==> src/rtl/fetch_pkg.sv <==
// Shared types and constants for the instruction fetch sequencer.
//   fetch_state_t : fetch FSM state encoding
//   INSTR_BYTES   : byte stride of one instruction (sequential PC step)
//   PC_W          : program counter / address width
package fetch_pkg;

    typedef enum logic [2:0] {
        IDLE,
        FETCH,
        EXEC,
        HALTED,
        FAULT
    } fetch_state_t;

    localparam int INSTR_BYTES = 4;
    localparam int PC_W        = 32;

endpackage

==> src/rtl/fetch_timeout_counter.sv <==
// Up-counter bounding how long a fetch may wait on instruction memory.
// Ports:
//   clk     : system clock
//   reset   : asynchronous active-low reset
//   clear   : synchronous clear to 0 (wins over enable)
//   enable  : count one more waiting cycle
//   expired : count has reached LIMIT-1
module fetch_timeout_counter #(
    parameter int LIMIT = 16
) (
    input  logic clk,
    input  logic reset,
    input  logic clear,
    input  logic enable,
    output logic expired
);

    logic [7:0] count;

    always_ff @(posedge clk or negedge reset) begin
        if (!reset) begin
            count <= '0;
        end else if (clear) begin
            count <= '0;
        end else if (enable) begin
            count <= count + 8'd1;
        end
    end

    assign expired = (count == 8'(LIMIT - 1));

endmodule

==> src/rtl/fetch_sequencer.sv <==
// Multi-cycle fetch controller: owns the PC, reads each instruction through
// an imem req/ready handshake, holds it for execute until acknowledged, and
// selects the next PC (sequential or branch). Handles run/halt and faults
// (misaligned branch target, memory timeout).
//
// Optional build macro FETCH_PERF_COUNTERS_EN adds retired_count and
// stall_count outputs.
//
// Ports:
//   clk, reset (async active-low)
//   run, halt_req                : run/halt control levels
//   imem_req/addr/rdata/ready    : instruction memory read handshake
//   instr, instr_valid, instr_ack: instruction presented to execute
//   branch_taken, branch_target  : next-PC selection, sampled with instr_ack
//   pc, halted, fault            : status
//
// state  | meaning
// -------+--------------------------------------------------------------
// IDLE   | not running; waits for run
// FETCH  | imem_req high, waiting for imem_ready (bounded by timeout)
// EXEC   | instr_valid high, waiting for instr_ack
// HALTED | stopped after retire; resumes when halt_req=0 and run=1
// FAULT  | sticky error; only reset leaves
module fetch_sequencer
    import fetch_pkg::*;
#(
    parameter logic [PC_W-1:0] RESET_PC       = 32'h0000_0000,
    parameter int              TIMEOUT_CYCLES = 16
) (
    input  logic            clk,
    input  logic            reset,
    input  logic            run,
    input  logic            halt_req,
    output logic            imem_req,
    output logic [PC_W-1:0] imem_addr,
    input  logic [31:0]     imem_rdata,
    input  logic            imem_ready,
    output logic [31:0]     instr,
    output logic            instr_valid,
    input  logic            instr_ack,
    input  logic            branch_taken,
    input  logic [PC_W-1:0] branch_target,
    output logic [PC_W-1:0] pc,
    output logic            halted,
    output logic            fault
`ifdef FETCH_PERF_COUNTERS_EN
   ,output logic [31:0]     retired_count,
    output logic [31:0]     stall_count
`endif
);

    fetch_state_t state, state_nx;
    logic         tmo_expired;
    logic         fetch_done;
    logic         retire;
    logic         misaligned;

    assign fetch_done = (state == FETCH) && imem_ready;
    assign misaligned = branch_taken && (branch_target[1:0] != 2'b00);
    // An acked instruction retires unless its branch target is misaligned.
    assign retire     = (state == EXEC) && instr_ack && !misaligned;

    fetch_timeout_counter #(
        .LIMIT (TIMEOUT_CYCLES)
    ) u_tmo (
        .clk     (clk),
        .reset   (reset),
        .clear   ((state != FETCH) || imem_ready),
        .enable  ((state == FETCH) && !imem_ready),
        .expired (tmo_expired)
    );

    always_ff @(posedge clk or negedge reset) begin
        if (!reset) begin
            state <= IDLE;
        end else begin
            state <= state_nx;
        end
    end

    always_comb begin
        state_nx = state;
        case (state)
            IDLE: begin
                if (run) state_nx = FETCH;
            end
            FETCH: begin
                if (imem_ready)       state_nx = EXEC;
                else if (tmo_expired) state_nx = FAULT;
            end
            EXEC: begin
                if (instr_ack) begin
                    if (misaligned)    state_nx = FAULT;
                    else if (halt_req) state_nx = HALTED;
                    else if (!run)     state_nx = IDLE;
                    else               state_nx = FETCH;
                end
            end
            HALTED: begin
                if (!halt_req && run) state_nx = FETCH;
            end
            FAULT:   state_nx = FAULT;
            default: state_nx = IDLE;
        endcase
    end

    always_ff @(posedge clk or negedge reset) begin
        if (!reset) begin
            pc    <= RESET_PC;
            instr <= '0;
        end else begin
            if (fetch_done) instr <= imem_rdata;
            if (retire) pc <= branch_taken ? branch_target
                                           : pc + PC_W'(INSTR_BYTES);
        end
    end

    assign imem_req    = (state == FETCH);
    assign instr_valid = (state == EXEC);
    assign halted      = (state == HALTED);
    assign fault       = (state == FAULT);
    assign imem_addr   = pc;

`ifdef FETCH_PERF_COUNTERS_EN
    always_ff @(posedge clk or negedge reset) begin
        if (!reset) begin
            retired_count <= '0;
            stall_count   <= '0;
        end else begin
            if (retire) retired_count <= retired_count + 32'd1;
            if ((state == FETCH) && !imem_ready) stall_count <= stall_count + 32'd1;
        end
    end
`endif

endmodule

==> config.mk <==
export PLATFORM = sky130hd
export DESIGN_NAME = fetch_sequencer
export DESIGN_NICKNAME = d
export VERILOG_FILES = /design/src/rtl/fetch_pkg.sv /design/src/rtl/fetch_timeout_counter.sv /design/src/rtl/fetch_sequencer.sv
export SDC_FILE = /design/constraint.sdc
export NUM_CORES = 1
export LEC_CHECK = 0
export CORE_MARGIN = 1.5
export CORE_UTILIZATION = 47
export DETAILED_ROUTE_END_ITERATION = 10
export PLACE_DENSITY = 0.85
export SLEW_MARGIN = 0
export SYNTH_ARGS = -nofsm -noshare
export SYNTH_HDL_FRONTEND = slang
export SYNTH_SLANG_ARGS = --single-unit
==> constraint.sdc <==
create_clock -name clk -period 3.6 [get_ports clk]
set_input_delay 0.36 -clock clk [delete_from_list [all_inputs] [get_ports clk]]
set_output_delay 0.36 -clock clk [all_outputs]
set_load 0.02 [all_outputs]
## After elaboration in Yosys (flattened, before gate mapping)

Cells that the tools add are included.

| word-level totals | value |
|---|---|
| register bits | 75 |
| input port bits | 71 |
| logic and storage cells | 42 |

| cells by class | value |
|---|---|
| add/sub/neg operators | 2 |
| equality and inequality tests | 10 |
| mux-type cells | 12 |
| reduce and logical (&&, ||, !) cells | 14 |

Operators by type and width:

| operator | number |
|---|---|
| 32-bit by 3-bit adder with 32-bit output, second input constant | 1 |
| 32-bit 2-to-1 mux | 1 |
| 3-bit 2-to-1 mux | 6 |
| 8-bit 2-to-1 mux | 2 |
| 3-bit case mux with 5 select lines | 1 |
| 8-bit by 1-bit adder with 8-bit output, second input constant | 1 |
| 8-bit by 4-bit == test with 1-bit output, second input constant | 1 |
| 3-bit by 2-bit == test with 1-bit output, second input constant | 2 |
| 1-bit logical AND | 6 |
| 3-bit by 1-bit != test with 1-bit output, second input constant | 2 |
| 2-bit by 1-bit != test with 1-bit output, second input constant | 2 |
| 4-bit AND reduction | 1 |
| 2-bit nonzero test | 2 |
| 3-bit by 1-bit == test with 1-bit output, second input constant | 1 |
| 3-bit == test, second input constant | 1 |
| 1-bit logical NOT | 3 |
| 3-bit logical NOT | 1 |
| 2-bit 2-to-1 mux | 1 |
| 2-bit != test, second input constant | 1 |
| 1-bit logical OR | 1 |
| 1-bit 2-to-1 mux | 1 |

## Longest topological paths before layout

Gate-level depths: netlist (run 1).

| logic depth | value |
|---|---|
| word-level depth | 5 |
| depth in mapped cells | 8 |
| mapped depth without buffers | 5 |

## Hierarchy

From an unflattened synthesis (run 1), not the netlist that was laid out.

| second synthesis, totals | value |
|---|---|
| cells, all modules | 455 |
| area, all modules | 4312.9 um^2 |

By module, submodules not included:

| module | times used | cells an instance | area an instance (um^2) |
|---|---|---|---|
| fetch_sequencer | 1 | 416 | 3918.8 |
| fetch_timeout_counter | 1 | 39 | 394.1 |

## Worst setup path before layout (run 1)

No wires, ideal clock.

| timing path | value |
|---|---|
| kind | register to register |
| start point | register state[2] |
| end point | register instr[0] |
| library setup time | 125 ps |
| data arrival time | 1944 ps |
| data required time | 3475 ps |
| path slack | 1531 ps |
| stages on the path, launching flop included | 7 |
| period minus slack after synthesis | 2069 ps |
| cells stage by stage | dfrtp_1 -> clkbuf_2 -> nor3b_1 -> and2_1 -> buf_2 -> buf_2 -> mux2_2 |

| on the way | value |
|---|---|
| word-level cells in the longest chain between the ends | 2 |

RTL lines:

| element | line | text |
|---|---|---|
| start, declared | fetch_sequencer.sv:52 | `fetch_state_t state, state_nx;` |
| start signal, assigned | fetch_sequencer.sv:77 | `state <= state_nx;` |
| 3-bit by 1-bit == test with 1-bit output | -- |  |
| via imem_req | fetch_sequencer.sv:34 | `output logic imem_req,` |
| 1-bit logical AND | fetch_sequencer.sv:58 | `assign fetch_done = (state == FETCH) && imem_ready;` |
| end signal, assigned | fetch_sequencer.sv:112 | `if (fetch_done) instr <= imem_rdata;` |
| end, declared | fetch_sequencer.sv:38 | `output logic [31:0] instr,` |

The timed path passes the listed nets, and every way through them passes these cells.
A chain may end at the register's enable or synchronous reset.

## Worst setup path in the final report (run 1)

| timing path | value |
|---|---|
| start point | register state[1] |
| end point | output instr_valid |

| on the way | value |
|---|---|
| word-level cells in the longest chain between the ends | 1 |

RTL lines:

| element | line | text |
|---|---|---|
| 3-bit by 2-bit == test with 1-bit output | fetch_sequencer.sv:119 | `assign instr_valid = (state == EXEC);` |
| end, declared | fetch_sequencer.sv:39 | `output logic instr_valid,` |

Every way passes these cells.

==> impl_metrics.json, run 1 <==
{
  "powerDensity_nw_per_um2": 552.9,
  "first_global_vias": 4032,
  "drv_cap": 0,
  "dieArea_sq_um": 10220,
  "syn_avg_cell_area_sq_um": 9.565,
  "cts_sinks": 75,
  "grt_usage_pct": 25.19,
  "hpwlAfterDp_um": 9134,
  "max_slew_margin_pct": 26.56,
  "place.gp.congestion": 0.8967,
  "final_core_util_pct": 66.71,
  "period_share_pct": 66.05,
  "synth_common_cells": "75 x dfrtp_1, 36 x nor2_1, 34 x mux2_2, 32 x buf_4, 28 x nand2_1",
  "areaGrowthSynthToFinish_pct": 36.89,
  "setup_ws_ps": 1222,
  "port_buffers": 170,
  "fmax_mhz": 420.5,
  "dpl_worst_slack_ps": 964.6,
  "finalSetupViolCount": 0,
  "synth_top_area_share_pct": 41.48,
  "ys_warn_count": 0,
  "fin_area_sq_um": 6193,
  "hold_violations": 0,
  "cts_tree": "yes",
  "cts_buffer_depth": 2,
  "synth_edf_count": 0,
  "place_area_sq_um": 6026,
  "cts-root-buf": "clkbuf_8",
  "tns_ps": 0,
  "rows": 35,
  "critical_path_class": "reg -> out",
  "synth.distinct_cells": 64,
  "cts_resized": 0,
  "core_area_sq_um": 9284,
  "vias": 4309,
  "clock_latency_ps": 350,
  "drc_errors": 0,
  "vias_per_cell": 5.968,
  "worstPathRequired_ps": 3240,
  "wl_per_cell_um": 17.80,
  "initial_utilization_pct": 48.73,
  "post_cts_hold_buffer_count": 0,
  "antenna_found_initial": 0,
  "ys_ff_latch": 75,
  "syn-cell-area_sq_um": 4524,
  "hold_class": "in -> async",
  "die_w_um": 101.1,
  "ys_seq_area_share_pct": 41.48,
  "whs_ps": 122.6,
  "first_pass_iters": 5,
  "syn_nets": 546,
  "syn_inst": 473,
  "p_leak_nw": 2.385,
  "outcome": "finished, final reports clean",
  "drt-initial-drc-count": 372,
  "wl_um": 12850,
  "io_pins": 171,
  "nNetsFinal": 662,
  "worst_pin_slew_ps": 1097,
  "vdd.ir_drop.worst_mv": 0.2765,
  "yosys-top-cells-area": "dfrtp_1 41%, mux2_2 8.5%, buf_4 5.3%",
  "crit_path_end_kind": "output port",
  "postRouteAntennaNets": 0,
  "synth_ff_type": "dfrtp_1",
  "fin_cells": 722,
  "numCtsBuffers": 9,
  "netlist.top_cell.by_area": "dfrtp_1",
  "startpoint_type": "register",
  "crit_fanout": 8,
  "dp.cells": 707,
  "worst_ep_arrival_time_ps": 2020,
  "drv_slew": 0,
  "synthArstFlopShare_pct": 100.0,
  "grt_pass1_wl_um": 20380,
  "drive_above_1_share_pct": 11.97,
  "finalCriticalPeriod_ps": 2378,
  "rsz0062_at_grt": "false",
  "clock_skew_ps": 7.968,
  "clkSlewWorstSetupHoldPaths_ps": 80,
  "htree_num_levels": 3,
  "grt_max_degree": 76,
  "fp.dieH_um": 101.1,
  "overflow": 0,
  "post_cts_buffers": 0,
  "total_power_mw": 3.424,
  "synth.most_common_cell": "dfrtp_1",
  "insertedDiodeCount": 0
}
path summary, 6_finish.rpt:
path                                               start                         to  slack, ps  cells past startpoint
worst max-delay path                state[1]$_DFFE_PN0P_                instr_valid       1220                      3
worst min-delay path                               reset  imem_addr[21]$_DFFE_PN0P_        120                      1
worst max register to register  imem_addr[6]$_DFFE_PN0P_  imem_addr[19]$_DFFE_PN0P_       1230                      4
worst min register to register  u_tmo.count[0]$_DFF_PN0_   u_tmo.count[0]$_DFF_PN0_        460                      1
max in group asynchronous                          reset      instr[10]$_DFFE_PN0P_       2820                      1
min in group clk                u_tmo.count[0]$_DFF_PN0_   u_tmo.count[0]$_DFF_PN0_        460                      1
per-layer routing:
layer,wire length (um),vias up,GRT usage (%)
met1,5333,2045,33.10
met3,1254,21,4.646
li1,-,1976,-
met2,6053,267,41.77
met5,0,-,0
met4,209,0,8.974
critical path, stage by stage (launching register included):
cell,delay [ps]
dfrtp_1,480
inv_1,130
nor3_1,370
clkdlybuf4s50_1,680
registers in the layout (all words and copies together) (netlist names):
register / flops
imem_addr: 32
instr: 32
u_tmo.count: 8
state: 3
cell families (layout without fill, tap and decap cells):
logic type	after synthesis	in the layout	synth area share [%]
AOI/OAI and AO/OA	109	109	17.67
xor gates and xnor gates	5	5	0.9681
adders and majority gates	2	2	0.5530
buffers and inverters	80	200	9.789
DFF	75	75	41.48
muxes	34	34	8.462
and+or+nand+nor	168	168	21.07
where the power goes:
group          total [mW]  switching (mW)  leakage [nW]  internal [mW]
sequential           1.28           0.198         0.934           1.08
combinational        1.58           0.755          1.38          0.826
clock               0.567           0.321        0.0733          0.245
total                3.42            1.27          2.39           2.15
cells in the final DEF, fill, tap and decap left out, drive strengths merged, types with 10 or more instances in the layout:
master | Yosys | final
o22ai | 10 | 10
nor3 | 23 | 23
o21ai | 14 | 14
nor2 | 36 | 36
a21oi | 18 | 18
and3 | 15 | 15
nand4 | 18 | 18
inv | 10 | 10
dfrtp | 75 | 75
nand3 | 16 | 16
clkdlybuf4s50 | 0 | 169
nand2 | 28 | 28
mux2 | 34 | 34
cell type report:
type,instances,area (sq um)
inverter,11,41.29
tap,129,161.4
clock buffer,9,123.9
sequential,75,1877
timing repair buffer,174,1742
fill,743,3090
clock inverter,6,43.79
multi-input combinational,318,2205
Power figures use the tool's default switching activity.
==> run 2, diff against run 1 <==
CORE_UTILIZATION = 45   (was 47)
PLACE_DENSITY = 0.81   (was 0.85)
clock period = 2.32 ns   (was 3.6 ns; I/O delays follow)
==> run 2 against run 1 <==
Utilization is 1.7 points lower. Critical path type is now reg -> reg. Highest routed layer unchanged. Combinational power is 58% higher. Total power is 57% higher. Largest cell class unchanged.
==> impl_metrics.json, run 2 (synthesis gave the netlist of run 1 again) <==
{
  "hold_violations": 0,
  "powerDensity_nw_per_um2": 845.0,
  "postRouteAntennaNets": 0,
  "numCtsBuffers": 9,
  "place.gp.congestion": 0.8877,
  "core_area_sq_um": 9774,
  "overflow": 0,
  "rr_endpoint": "imem_addr[14]$_DFFE_PN0P_",
  "slowest_delay_ps": 560,
  "cts_sinks": 75,
  "startpoint_type": "register",
  "clock_latency_ps": 350,
  "first_global_vias": 4177,
  "drv_slew": 0,
  "reg2reg_setup_slack_ps": 130,
  "fmax_mhz": 457.2,
  "vias_per_cell": 5.906,
  "htree_num_levels": 3,
  "max_slew_margin_pct": 62.35,
  "final_core_util_pct": 64.98,
  "fp.dieH_um": 103.3,
  "grt_pass1_wl_um": 21090,
  "clkSlewWorstSetupHoldPaths_ps": 80,
  "worstPathRequired_ps": 2570,
  "crit_fanout": 9,
  "grt_max_degree": 76,
  "insertedDiodeCount": 0,
  "die_w_um": 103.3,
  "crit_chain": "ha_1, nand3_1, nor3_1, a31oi_1, o221a_2",
  "reg2regPathDepth": 5,
  "dp.cells": 728,
  "fill_cells": 794,
  "multi_input_area_sq_um": 2210,
  "crit_path_end_kind": "register",
  "fin_area_sq_um": 6351,
  "period_share_pct": 94.28,
  "grt_usage_pct": 25.82,
  "wl_per_cell_um": 17.99,
  "wl_um": 13380,
  "areaGrowthSynthToFinish_pct": 40.38,
  "io_pins": 171,
  "port_buffers": 170,
  "outcome": "finished, final reports clean",
  "drv_cap": 0,
  "rr_startpoint": "imem_addr[2]$_DFFE_PN0P_",
  "cp_top_family": "simple AND/OR/NAND/NOR gates",
  "critical_path_class": "reg -> reg",
  "fin_cells": 744,
  "cts-root-buf": "clkbuf_8",
  "place_area_sq_um": 6171,
  "clock_skew_ps": 7.916,
  "rows": 36,
  "setup_ws_ps": 132.6,
  "critPathSlowestCell": "nor3_1",
  "finalCriticalPeriod_ps": 2187,
  "hpwlAfterDp_um": 9688,
  "drive_above_1_share_pct": 14.57,
  "tns_ps": 0,
  "first_pass_iters": 5,
  "cts_buffer_depth": 2,
  "final_cell_mix": "169 x clkdlybuf4s50_1, 75 x dfrtp_1, 36 x nor2_1",
  "dpl_worst_slack_ps": 233.2,
  "rsz0062_at_grt": "false",
  "nNetsFinal": 680,
  "critPathBufInv": 0,
  "vias": 4394,
  "vdd.ir_drop.worst_mv": 0.4670,
  "initial_utilization_pct": 46.29,
  "cts_tree": "yes",
  "finalSetupViolCount": 0,
  "worst_ep_arrival_time_ps": 2430,
  "dieArea_sq_um": 10660,
  "drc_errors": 0,
  "drt-initial-drc-count": 473,
  "antenna_found_initial": 0,
  "worst_pin_slew_ps": 560.5,
  "seq_area_sq_um": 1877,
  "p_leak_nw": 2.484,
  "final_common_cell": "clkdlybuf4s50_1",
  "hold_class": "in -> async"
}
-- run 2: cell count changes in the layout (fill, tap and decap cells not counted) --
cell           change
nor3_1             -1
clkinv_4           -1
dlygate4sd3_1      +1
clkinv_2           +1
buf_4             +16
clkinvlp_4         -1
buf_12             +1
inv_6              +1
nor3_2             +1
-- run 2: area by class of cell --
type	count	share of cell area (%)
timing repair buffer	192	29.79
clock buffer	9	1.950
tap	133	2.620
multi-input combinational	318	34.79
inverter	11	0.6501
sequential	75	29.55
clock inverter	6	0.6501
-- run 2: worst reg2reg max path, delay by kind of cell, from the launching register on --
kind | cells | cell delay (ps)
and+or+nand+nor | 2 | 900
adders and majority gates | 1 | 270
AOI/OAI and AO/OA | 2 | 410
DFF | 1 | 510
-- run 2: worst max-delay path by stage --
stage	from	endpoint	slack, ps	cells past startpoint
global route	imem_addr[2]$_DFFE_PN0P_	imem_addr[14]$_DFFE_PN0P_	10	5
CTS	state[1]$_DFFE_PN0P_	instr_valid	130	3
global placement	imem_addr[2]$_DFFE_PN0P_	imem_addr[14]$_DFFE_PN0P_	300	5
finish	imem_addr[2]$_DFFE_PN0P_	imem_addr[14]$_DFFE_PN0P_	130	5
detailed placement	imem_addr[2]$_DFFE_PN0P_	imem_addr[14]$_DFFE_PN0P_	230	5
floorplan	state[2]$_DFFE_PN0P_	instr[0]$_DFFE_PN0P_	250	6
-- run 2: layer usage --
layer,up-vias,routed length (um),track usage [%]
li1,2018,-,-
met1,2089,5579,34.59
met2,266,6257,41.75
met3,21,1358,5.040
met4,0,186,9.563
met5,-,0,0
-- run 2: metrics by stage --
stage / total power, mW / hold slack [ps]
after floorplan: 3.372 / -63.59
after global placement: 4.429 / 274.1
after detailed placement: 4.512 / 278.9
after CTS: 5.404 / 428.9
after global routing: 5.692 / 454.5
final: 5.367 / 418.3
-- run 2: where the power goes --
group          switching (mW)  total, mW  leakage (nW)  internal [mW]
Clock                   0.502      0.883        0.0775          0.382
Sequential              0.317       1.99         0.934           1.67
Combinational            1.17       2.49          1.47           1.32
-- run 2: timing repair --
| action | 4_1_cts | 5_1_grt |
|---|---|---|
| endpoints found under the hold margin | 75 | 0 |
| setup buffers | 0 | 0 |
| resized for setup | 1 | 0 |
| hold buffers | 1 | 0 |
| setup endpoints to repair | 1 | 0 |
